--- config.mk ---
export PLATFORM = sky130hd
export DESIGN_NAME = uart_loopback_buf_fsm
export DESIGN_NICKNAME = d
export VERILOG_FILES = /design/src/rtl/uart_loopback_buf_fsm.sv
export SDC_FILE = /design/constraint.sdc
export NUM_CORES = 1
export LEC_CHECK = 0
export CORE_MARGIN = 2
export CORE_UTILIZATION = 35
export CTS_CLUSTER_DIAMETER = 30
export DETAILED_ROUTE_END_ITERATION = 6
export HOLD_SLACK_MARGIN = 0.08
export PLACE_DENSITY_LB_ADDON = 0.15
export SLEW_MARGIN = 20
export SYNTH_ARGS = -nofsm -noshare
export SYNTH_HDL_FRONTEND = slang
export SYNTH_SLANG_ARGS = --single-unit
--- constraint.sdc ---
create_clock -name clk -period 3.7 [get_ports clk]
set_clock_uncertainty 0.15 [all_clocks]
set_input_delay 0.74 -clock clk [delete_from_list [all_inputs] [get_ports clk]]
set_output_delay 0.74 -clock clk [all_outputs]
set_load 0.01 [all_outputs]
--- src/rtl/uart_loopback_buf_fsm.sv ---
// uart_loopback_buf_fsm: FIFO-buffered UART loopback with byte transform,
// line-buffered release, post-send gap and occupancy/overflow reporting.
module uart_loopback_buf_fsm #(
  parameter int         DEPTH      = 16,
  parameter int         AW         = 4,
  parameter logic [7:0] EOL_CHAR   = 8'h0D,
  parameter int         GAP_CYCLES = 2
) (
  input  logic        clk,
  input  logic        rst_n,
  input  logic        rx_dv,
  input  logic [7:0]  rx_byte,
  input  logic        tx_ready,
  input  logic        tx_done,
  input  logic [1:0]  mode,
  output logic        tx_dv,
  output logic [7:0]  tx_byte,
  output logic [1:0]  state_out,
  output logic [AW:0] fifo_count,
  output logic        overflow,
  output logic [7:0]  last_tx_byte
);

  localparam int GW =
    (GAP_CYCLES < 2) ? 1 : $clog2(GAP_CYCLES + 1);
  localparam logic [AW:0]   FULL     = (AW+1)'(DEPTH);
  localparam logic [GW-1:0] GAP_INIT = GW'(GAP_CYCLES);

  typedef enum logic [1:0] {
    IDLE      = 2'b00,
    SEND      = 2'b01,
    WAIT_DONE = 2'b10,
    GAP       = 2'b11
  } state_t;

  state_t        state;
  state_t        state_nx;
  logic [7:0]    mem [DEPTH];
  logic [AW-1:0] wr_ptr;
  logic [AW-1:0] rd_ptr;
  logic [AW:0]   count;
  logic [AW:0]   count_nx;
  logic [GW-1:0] gap_cnt;
  logic          rel;
  logic          rel_nx;
  logic          full;
  logic          push;
  logic          pop;
  logic          eligible;
  logic [7:0]    head;
  logic [7:0]    head_xf;

  function automatic logic [7:0] xform(
    input logic [7:0] b,
    input logic [1:0] m
  );
    logic [7:0] r;
    r = b;
    unique case (1'b1)
      (m == 2'd1): begin
        if (b >= 8'h61 && b <= 8'h7A)
          r = b - 8'h20;
      end
      (m == 2'd2): r = ~b;
      default: r = b;
    endcase
    return r;
  endfunction

  assign full     = (count == FULL);
  assign pop      = (state == SEND);
  // A full FIFO still takes a byte when the head leaves the same cycle
  assign push     = rx_dv && (!full || pop);
  assign eligible = (count != '0) &&
                    ((mode != 2'd3) || rel);
  assign head     = mem[rd_ptr];
  assign head_xf  = xform(head, mode);

  assign tx_dv      = (state == SEND);
  assign state_out  = state;
  assign fifo_count = count;

  always_comb begin
    count_nx = count;
    unique case ({push, pop})
      2'b10:   count_nx = count + (AW+1)'(1);
      2'b01:   count_nx = count - (AW+1)'(1);
      default: count_nx = count;
    endcase
  end

  // Line release: opened by EOL or a full FIFO, closed once drained
  always_comb begin
    rel_nx = rel;
    if (count_nx == '0)
      rel_nx = 1'b0;
    else if ((push && rx_byte == EOL_CHAR) ||
             count_nx == FULL)
      rel_nx = 1'b1;
  end

  always_comb begin
    state_nx = state;
    unique case (state)
      IDLE: begin
        if (eligible && tx_ready && gap_cnt == '0)
          state_nx = SEND;
      end
      SEND: state_nx = WAIT_DONE;
      WAIT_DONE: begin
        if (tx_done)
          state_nx = (GAP_CYCLES == 0) ? IDLE : GAP;
      end
      GAP: begin
        if (gap_cnt <= GW'(1))
          state_nx = IDLE;
      end
      default: state_nx = IDLE;
    endcase
  end

  always_ff @(posedge clk) begin
    if (!rst_n) begin
      state        <= IDLE;
      wr_ptr       <= '0;
      rd_ptr       <= '0;
      count        <= '0;
      rel          <= 1'b0;
      gap_cnt      <= '0;
      tx_byte      <= '0;
      overflow     <= 1'b0;
      last_tx_byte <= '0;
    end else begin
      state <= state_nx;
      count <= count_nx;
      rel   <= rel_nx;
      if (push)
        wr_ptr <= wr_ptr + AW'(1);
      if (pop)
        rd_ptr <= rd_ptr + AW'(1);
      if (rx_dv && full && !pop)
        overflow <= 1'b1;
      // Transform is latched on entry so tx_byte is valid with tx_dv
      if (state == IDLE && state_nx == SEND)
        tx_byte <= head_xf;
      if (state == WAIT_DONE && tx_done) begin
        last_tx_byte <= tx_byte;
        gap_cnt      <= GAP_INIT;
      end else if (state == GAP && gap_cnt != '0) begin
        gap_cnt <= gap_cnt - GW'(1);
      end
    end
  end

  always_ff @(posedge clk) begin
    if (push)
      mem[wr_ptr] <= rx_byte;
  end

endmodule

==> results of run 1 <==
-- power by group through the flow --
stage / Combinational [mW] / Clock [mW] / Sequential [mW]
after floorplan: 0.395 / 0 / 2.20
after global routing: 0.711 / 1.86 / 2.18
after global placement: 0.645 / 0 / 2.20
after detailed placement: 0.651 / 0 / 2.21
final: 0.643 / 1.74 / 2.17
after CTS: 0.655 / 1.78 / 2.17
-- stage by stage --
stage	setup slack, ns	cell area, µm²	util	hold WS [ns]
after CTS	0.723	8370	0.431	0.334
after global routing	0.503	8370	0.431	0.353
after floorplan	1.01	6890	-	0.330
after detailed placement	0.458	7790	0.402	0.320
final	0.803	8370	0.431	0.329
after global placement	0.503	7790	0.402	0.302
-- final timing paths --
check | startpoint | to | cells past startpoint
max reg2reg | state_out[1] | rel | 11
max | state_out[1] | rel | 11
min | overflow | overflow | 1
min reg2reg | overflow | overflow | 1
-- placed cells by master, fill, tap and decap left out, types with 3 or more instances in the layout --
cell and count:
sky130_fd_sc_hd__dfxtp_1 38, sky130_fd_sc_hd__o21ai_0 6, sky130_fd_sc_hd__nor3_1 5, sky130_fd_sc_hd__clkinv_4 3, sky130_fd_sc_hd__o211a_1 6, sky130_fd_sc_hd__clkbuf_16 17, sky130_fd_sc_hd__nor2_1 17, sky130_fd_sc_hd__mux4_2 34
sky130_fd_sc_hd__nor2b_1 15, sky130_fd_sc_hd__inv_1 13, sky130_fd_sc_hd__inv_6 4, sky130_fd_sc_hd__o21a_1 5, sky130_fd_sc_hd__a21o_1 3, sky130_fd_sc_hd__nand2b_1 4, sky130_fd_sc_hd__edfxtp_1 128, sky130_fd_sc_hd__nand2_1 26
sky130_fd_sc_hd__and2_1 11, sky130_fd_sc_hd__and3_1 3, sky130_fd_sc_hd__ha_1 14, sky130_fd_sc_hd__clkdlybuf4s50_1 39, sky130_fd_sc_hd__buf_4 36, sky130_fd_sc_hd__xnor2_1 9, sky130_fd_sc_hd__a21oi_1 10, sky130_fd_sc_hd__a22oi_1 10
sky130_fd_sc_hd__o211ai_1 10, sky130_fd_sc_hd__mux2i_1 14
-- state kept, by name (all words and copies together), names as in the netlist, named ones only --
signal	flops
mem	128
last_tx_byte	8
tx_byte	8
fifo_count	5
rd_ptr	4
wr_ptr	4
gap_cnt	2
state_out	2
overflow	1
rel	1
-- per-layer routing --
layer | up-vias | part of all wire
met2 | 82 | 0.51
met5 | - | 0
met3 | 16 | 0.041
met4 | 0 | 0.011
li1 | 1805 | -
met1 | 1997 | 0.44
-- worst max-delay path, stage by stage (launching register included) --
cell and delay (ns):
sky130_fd_sc_hd__dfxtp_1 0.42, sky130_fd_sc_hd__nand2b_1 0.29, sky130_fd_sc_hd__inv_1 0.19, sky130_fd_sc_hd__nand2_1 0.17, sky130_fd_sc_hd__inv_1 0.14, sky130_fd_sc_hd__fa_1 0.42, sky130_fd_sc_hd__a21o_1 0.20, sky130_fd_sc_hd__a21oi_1 0.22
sky130_fd_sc_hd__nand2_1 0.10, sky130_fd_sc_hd__o311ai_0 0.10, sky130_fd_sc_hd__o21ai_0 0.17, sky130_fd_sc_hd__o211a_1 0.24
-- logic make-up after synthesis --
| logic type | after synthesis | synth area share |
|---|---|---|
| simple gates | 94 | 0.0705 |
| fa+ha+maj | 15 | 0.0283 |
| flops | 167 | 0.672 |
| xor+xnor | 10 | 0.0127 |
| buf+inv | 33 | 0.0200 |
| compound gates | 61 | 0.0636 |
| mux | 49 | 0.133 |
-- final cells by class --
cell class / count / area (µm²)
Multi-Input combinational cell: 229 / 2120
Clock inverter: 14 / 150
Clock buffer: 18 / 429
Sequential cell: 167 / 4630
Fill cell: 1756 / 11000
Timing Repair Buffer: 75 / 661
Inverter: 13 / 48.8
Tap cell: 265 / 332
==> metrics.log, run 1 <==
INFO  metric outcome = complete, no violations
INFO  metric totalPowerFinal = 4.55 mW
INFO  metric criticalPathCategory = reg -> reg
INFO  metric finalSetupViolations = 0
INFO  metric grt_usage = 0.157
INFO  metric setup.worst_path.start_class = flop
INFO  metric fp.coreArea = 19400 µm²
INFO  metric io_buffers = 39
INFO  metric total_congestion_overflow_after_global_routing = 0
INFO  metric postRouteWirelength = 15300 µm
INFO  metric netSwitchingPower = 1.13 mW
INFO  metric mappedNetlistNets = 459
INFO  metric cts_hold_buf = 0
INFO  metric internal_power_summed_over_all_cells = 3.42 mW
INFO  metric tns = 0 ns
INFO  metric grt_max_degree = 28
INFO  metric clock_insertion_delay_worst_skew = 0.43 ns
INFO  metric timing.final.crit_share = 0.783
INFO  metric grt_busiest_layer = met2
INFO  metric gp_congestion = 0.800
INFO  metric initial_utilization = 0.355
INFO  metric placementRows = 51
INFO  metric power.share.switching = 0.248
INFO  metric number_of_remaining_drc_errors = 0
INFO  metric grt_first_pass_wirelength = 23000 µm
INFO  metric ys.warnings.count = 0
INFO  metric ctsHtreeMaxLevel = 4
INFO  metric max-vdd-ir-drop = 0.331 mV
INFO  metric io_pins = 40
INFO  metric detail_route.iter0.violations = 189
INFO  metric cts.repair_timing.setup_buffer_count = 0
INFO  metric pwr-share-comb = 0.141
INFO  metric synth_area_leaders = sky130_fd_sc_hd__edfxtp_1 (56%), sky130_fd_sc_hd__dfxtp_1 (11%), sky130_fd_sc_hd__mux4_2 (11%)
INFO  metric n_antenna_cell = 0
INFO  metric max-slew-margin-rel = 0.428
INFO  metric synth.most_common_cell = sky130_fd_sc_hd__edfxtp_1
INFO  metric setup.worst_path.end_class = flop
INFO  metric numClockSinks = 167
INFO  metric r2r_setup_slack = 0.80 ns
INFO  metric final_antenna_net_count = 0
INFO  metric final_hold_viol_count = 0
INFO  metric critical_path_required = 3.87 ns
INFO  metric power.density = 543 nW/µm²
INFO  metric syn-instance-count = 429
INFO  metric vias_per_cell = 4.99
INFO  metric drtPass1Iterations = 5
INFO  metric setup_repair_after_global_routing_missed_its_margin = false
INFO  metric maxClockFrequency = 345 MHz
INFO  metric synth-seq-cells = 167
INFO  metric maxSlewViolCount = 0
INFO  metric design.die.area = 20800 µm²
INFO  metric tightestPinTransition = 0.856 ns
INFO  metric post_cts_resized = 0
INFO  metric cts-root-to-sink-buffers = 2
INFO  metric synth.cell_area = 6890 µm²
INFO  metric met1_usage_grt = 0.196
INFO  metric detailedPlacementHpwl = 10600 µm
INFO  metric final_layout_size_suffix_gt1_frac = 0.205
INFO  metric routedWlPerCell = 19.6 µm
INFO  metric netlist-cell-type-count = 46
INFO  metric netlist.top_cell.by_area = sky130_fd_sc_hd__edfxtp_1
INFO  metric dr_total_vias = 3900
INFO  metric number_of_synthesized_flops_with_an_enable_pin = 128
INFO  metric synth-async-reset-ratio = 0
INFO  metric grt_util_met3 = 0.0368
INFO  metric tritoncts = done
INFO  metric antenna_violations_before_repair = 0
INFO  metric clk_transition_reported_paths = 0.06 ns
INFO  metric syn-mean-instance-area = 16.0 µm²
INFO  metric synth-main-ff-cell = sky130_fd_sc_hd__edfxtp_1
INFO  metric hold_class = reg -> reg
INFO  metric max-cap-violations = 0
INFO  metric netlist.area_leader.share = 0.558
INFO  metric period_minus_slack = 2.90 ns
INFO  metric path_max_fanout = 7
INFO  metric die_width = 144 µm
INFO  metric pwr-share-clk = 0.382
INFO  metric cp.arrival = 3.07 ns
INFO  metric dpl.cell_count = 749
INFO  metric die_height = 144 µm
INFO  metric leakage = 2.95 nW
INFO  metric most_numerous_cell_types_in_the_synthesized_netlist = sky130_fd_sc_hd__edfxtp_1 (128), sky130_fd_sc_hd__dfxtp_1 (39), sky130_fd_sc_hd__mux4_2 (34)
INFO  metric globalRouteMet2Util = 0.271
INFO  metric share_seq_of_total_power = 0.476
INFO  metric via_count_of_the_first_global_routing_pass = 3918
INFO  metric tritoncts.num_buffers = 17
INFO  metric cts.root.buffer_cell = sky130_fd_sc_hd__clkbuf_16
INFO  metric layout.cells.non_filler = 781
INFO  metric fin_nets = 533
INFO  metric synth_seq_area_share = 0.672
INFO  metric syn2layout_area_growth = 21.6%
No activity file was read; power rests on OpenSTA's default activity.
==> run 2, diff against run 1 <==
==> constraint.sdc (replaced) <==
create_clock -name clk -period 2.4 [get_ports clk]
set_clock_uncertainty 0.15 [all_clocks]
set_input_delay 0.48 -clock clk [delete_from_list [all_inputs] [get_ports clk]]
set_output_delay 0.48 -clock clk [all_outputs]
set_load 0.01 [all_outputs]
==> run 2 against run 1 <==
Effect of this change: the run now ends with setup timing left; routed wire length increased by 3.8%; die area unchanged; combinational power increased by 94%; via count increased by 2.3%; cell area increased by 5.5%; cell count increased by 4.1%; global-route usage increased by 0.74 points; total power increased by 56%; setup slack got worse by 0.87 ns; core utilization increased by 2.4 points; register-to-register slack got worse by 0.87 ns; largest power group unchanged.
==> metrics.log, run 2 (synthesis results as in run 1) <==
INFO  metric initial_utilization = 0.355
INFO  metric io_buffers = 39
INFO  metric cp.arrival = 2.67 ns
INFO  metric path_max_fanout = 7
INFO  metric period_minus_slack = 2.46 ns
INFO  metric tritoncts = done
INFO  metric tightestPinTransition = 0.701 ns
INFO  metric grt_max_degree = 32
INFO  metric die_width = 144 µm
INFO  metric critical_path_required = 2.61 ns
INFO  metric final_layout_size_suffix_gt1_frac = 0.299
INFO  metric routedWlPerCell = 19.6 µm
INFO  metric final_antenna_net_count = 0
INFO  metric max-vdd-ir-drop = 0.580 mV
INFO  metric postRouteWirelength = 15900 µm
INFO  metric design.die.area = 20800 µm²
INFO  metric setup_ws = -0.0632 ns
INFO  metric vias_per_cell = 4.91
INFO  metric total_congestion_overflow_after_global_routing = 0
INFO  metric cp_slowest_stage_delay = 0.55 ns
INFO  metric leakage = 3.13 nW
INFO  metric final_common_cell = sky130_fd_sc_hd__edfxtp_1
INFO  metric placementRows = 51
INFO  metric detail_route.iter0.violations = 229
INFO  metric worstPathCellList = buf_12, mux4_2, mux4_2, inv_2, ha_4, and4b_1, o21ai_1, o21ai_1
INFO  metric fp.coreArea = 19400 µm²
INFO  metric area_of_the_multi_input_gates = 2260 µm²
INFO  metric finalSetupViolations = 3
INFO  metric syn2layout_area_growth = 28.3%
INFO  metric drtPass1Iterations = 4
INFO  metric maxClockFrequency = 406 MHz
INFO  metric setup_repair_after_global_routing_missed_its_margin = true
INFO  metric timing.critical_path.slowest_stage_cell = sky130_fd_sc_hd__mux4_2
INFO  metric setup.worst_path.end_class = flop
INFO  metric clock_insertion_delay_worst_skew = 0.42 ns
INFO  metric n_antenna_cell = 0
INFO  metric gp_congestion = 0.817
INFO  metric registers_with_the_most_flip_flops = mem: 128 flops, last_tx_byte: 8 flops, tx_byte: 8 flops
INFO  metric nFillCells = 1730
INFO  metric die_height = 144 µm
INFO  metric max-slew-margin-rel = 0.528
INFO  metric hold_class = reg -> reg
INFO  metric max-cap-violations = 0
INFO  metric io_pins = 40
INFO  metric criticalPathCategory = reg -> reg
INFO  metric maxSlewViolCount = 0
INFO  metric cts.root.buffer_cell = sky130_fd_sc_hd__clkbuf_16
INFO  metric ctsHtreeMaxLevel = 4
INFO  metric layout.cells.non_filler = 813
INFO  metric dpl.cell_count = 778
INFO  metric timing.final.crit_share = 1.03
INFO  metric via_count_of_the_first_global_routing_pass = 4084
INFO  metric preCtsSetupSlack = -0.475 ns
INFO  metric tritoncts.num_buffers = 17
INFO  metric violations_in_the_final_reports = setup timing
INFO  metric clk_transition_reported_paths = 0.06 ns
INFO  metric max_flop_register = mem
INFO  metric power.density = 802 nW/µm²
INFO  metric largest_register_ffs = 128
INFO  metric fin_nets = 565
INFO  metric number_of_remaining_drc_errors = 0
INFO  metric grt_first_pass_wirelength = 24300 µm
INFO  metric numClockSinks = 167
INFO  metric dr_total_vias = 3989
INFO  metric register_area = 4630 µm²
INFO  metric detailedPlacementHpwl = 10900 µm
INFO  metric grt_usage = 0.164
INFO  metric outcome = finished, violations left
INFO  metric setup.worst_path.start_class = flop
INFO  metric most_used_cells_in_the_layout_excluding_fill_and_tap_cells = sky130_fd_sc_hd__edfxtp_1 (128), sky130_fd_sc_hd__buf_4 (58), sky130_fd_sc_hd__clkdlybuf4s50_1 (38)
INFO  metric final_hold_viol_count = 0
INFO  metric antenna_violations_before_repair = 0
INFO  metric cts-root-to-sink-buffers = 2
run 2: cell types whose count changed in the layout (fill, tap and decap cells not counted), sizes merged:
cell,before,now
dlymetal6s2s,0,1
clkinvlp,2,5
clkdlybuf4s50,39,38
bufinv,2,1
inv,17,15
buf,36,68
run 2: cell type report:
class                      instances  share of cell area
clock buffer                      18              0.0486
clock inverter                    14              0.0123
inverter                          13             0.00581
multi-input combinational        229               0.256
sequential                       167               0.524
tap                              265              0.0375
timing repair buffer             107               0.115
run 2: per-layer routing:
metal / track usage / vias up / share of wire
met2: 0.273 / 81 / 0.49
li1: - / 1867 / -
met1: 0.215 / 2026 / 0.45
met3: 0.0368 / 15 / 0.037
met4: 0.0491 / 0 / 0.016
met5: 0 / - / 0
run 2: final timing paths:
kind              startpoint    endpoint  slack [ns]  cells past startpoint
setup reg to reg        flop  tx_byte[7]       -0.06                      8
setup / recovery        flop  tx_byte[7]       -0.06                      8
hold reg to reg     overflow    overflow        0.32                      1
hold / removal      overflow    overflow        0.32                      1
run 2: what timing repair did:
| action | in CTS | in global routing |
|---|---|---|
| buffers inserted | 1 | 2 |
| cloned | 1 | 0 |
| hold buffers | 0 | 0 |
| setup endpoints to repair | 4 | 81 |
| resized for setup | 16 | 18 |
| pin swaps | 8 | 10 |
run 2: power breakdown:
group          total, mW  internal [mW]  leakage, nW  switching [mW]
registers           3.32           3.23         1.47          0.0950
logic               1.25          0.672         1.40           0.576
clock network       2.51           1.41        0.251            1.10
run 2: critical path, delay by kind of cell (launching register included):
family	cells	cell delay, ns
fa+ha+maj	1	0.14
simple gates	1	0.17
compound gates	2	0.18
mux	2	1.08
buf+inv	2	0.28
flops	1	0.39
run 2: per-stage QoR:
stage | setup TNS [ns] | power, mW | instance area [µm²] | hold WS (ns) | util
2_1_floorplan | -0.0694 | 4.01 | 6920 | 0.330 | -
3_3_place_gp | -10.98 | 4.53 | 8120 | 0.300 | 0.419
3_5_place_dp | -13.02 | 4.55 | 8120 | 0.315 | 0.419
4_1_cts | -0.110 | 7.13 | 8770 | 0.330 | 0.452
5_1_grt | -0.355 | 7.39 | 8830 | 0.364 | 0.455
6_report | -0.103 | 7.08 | 8830 | 0.324 | 0.455
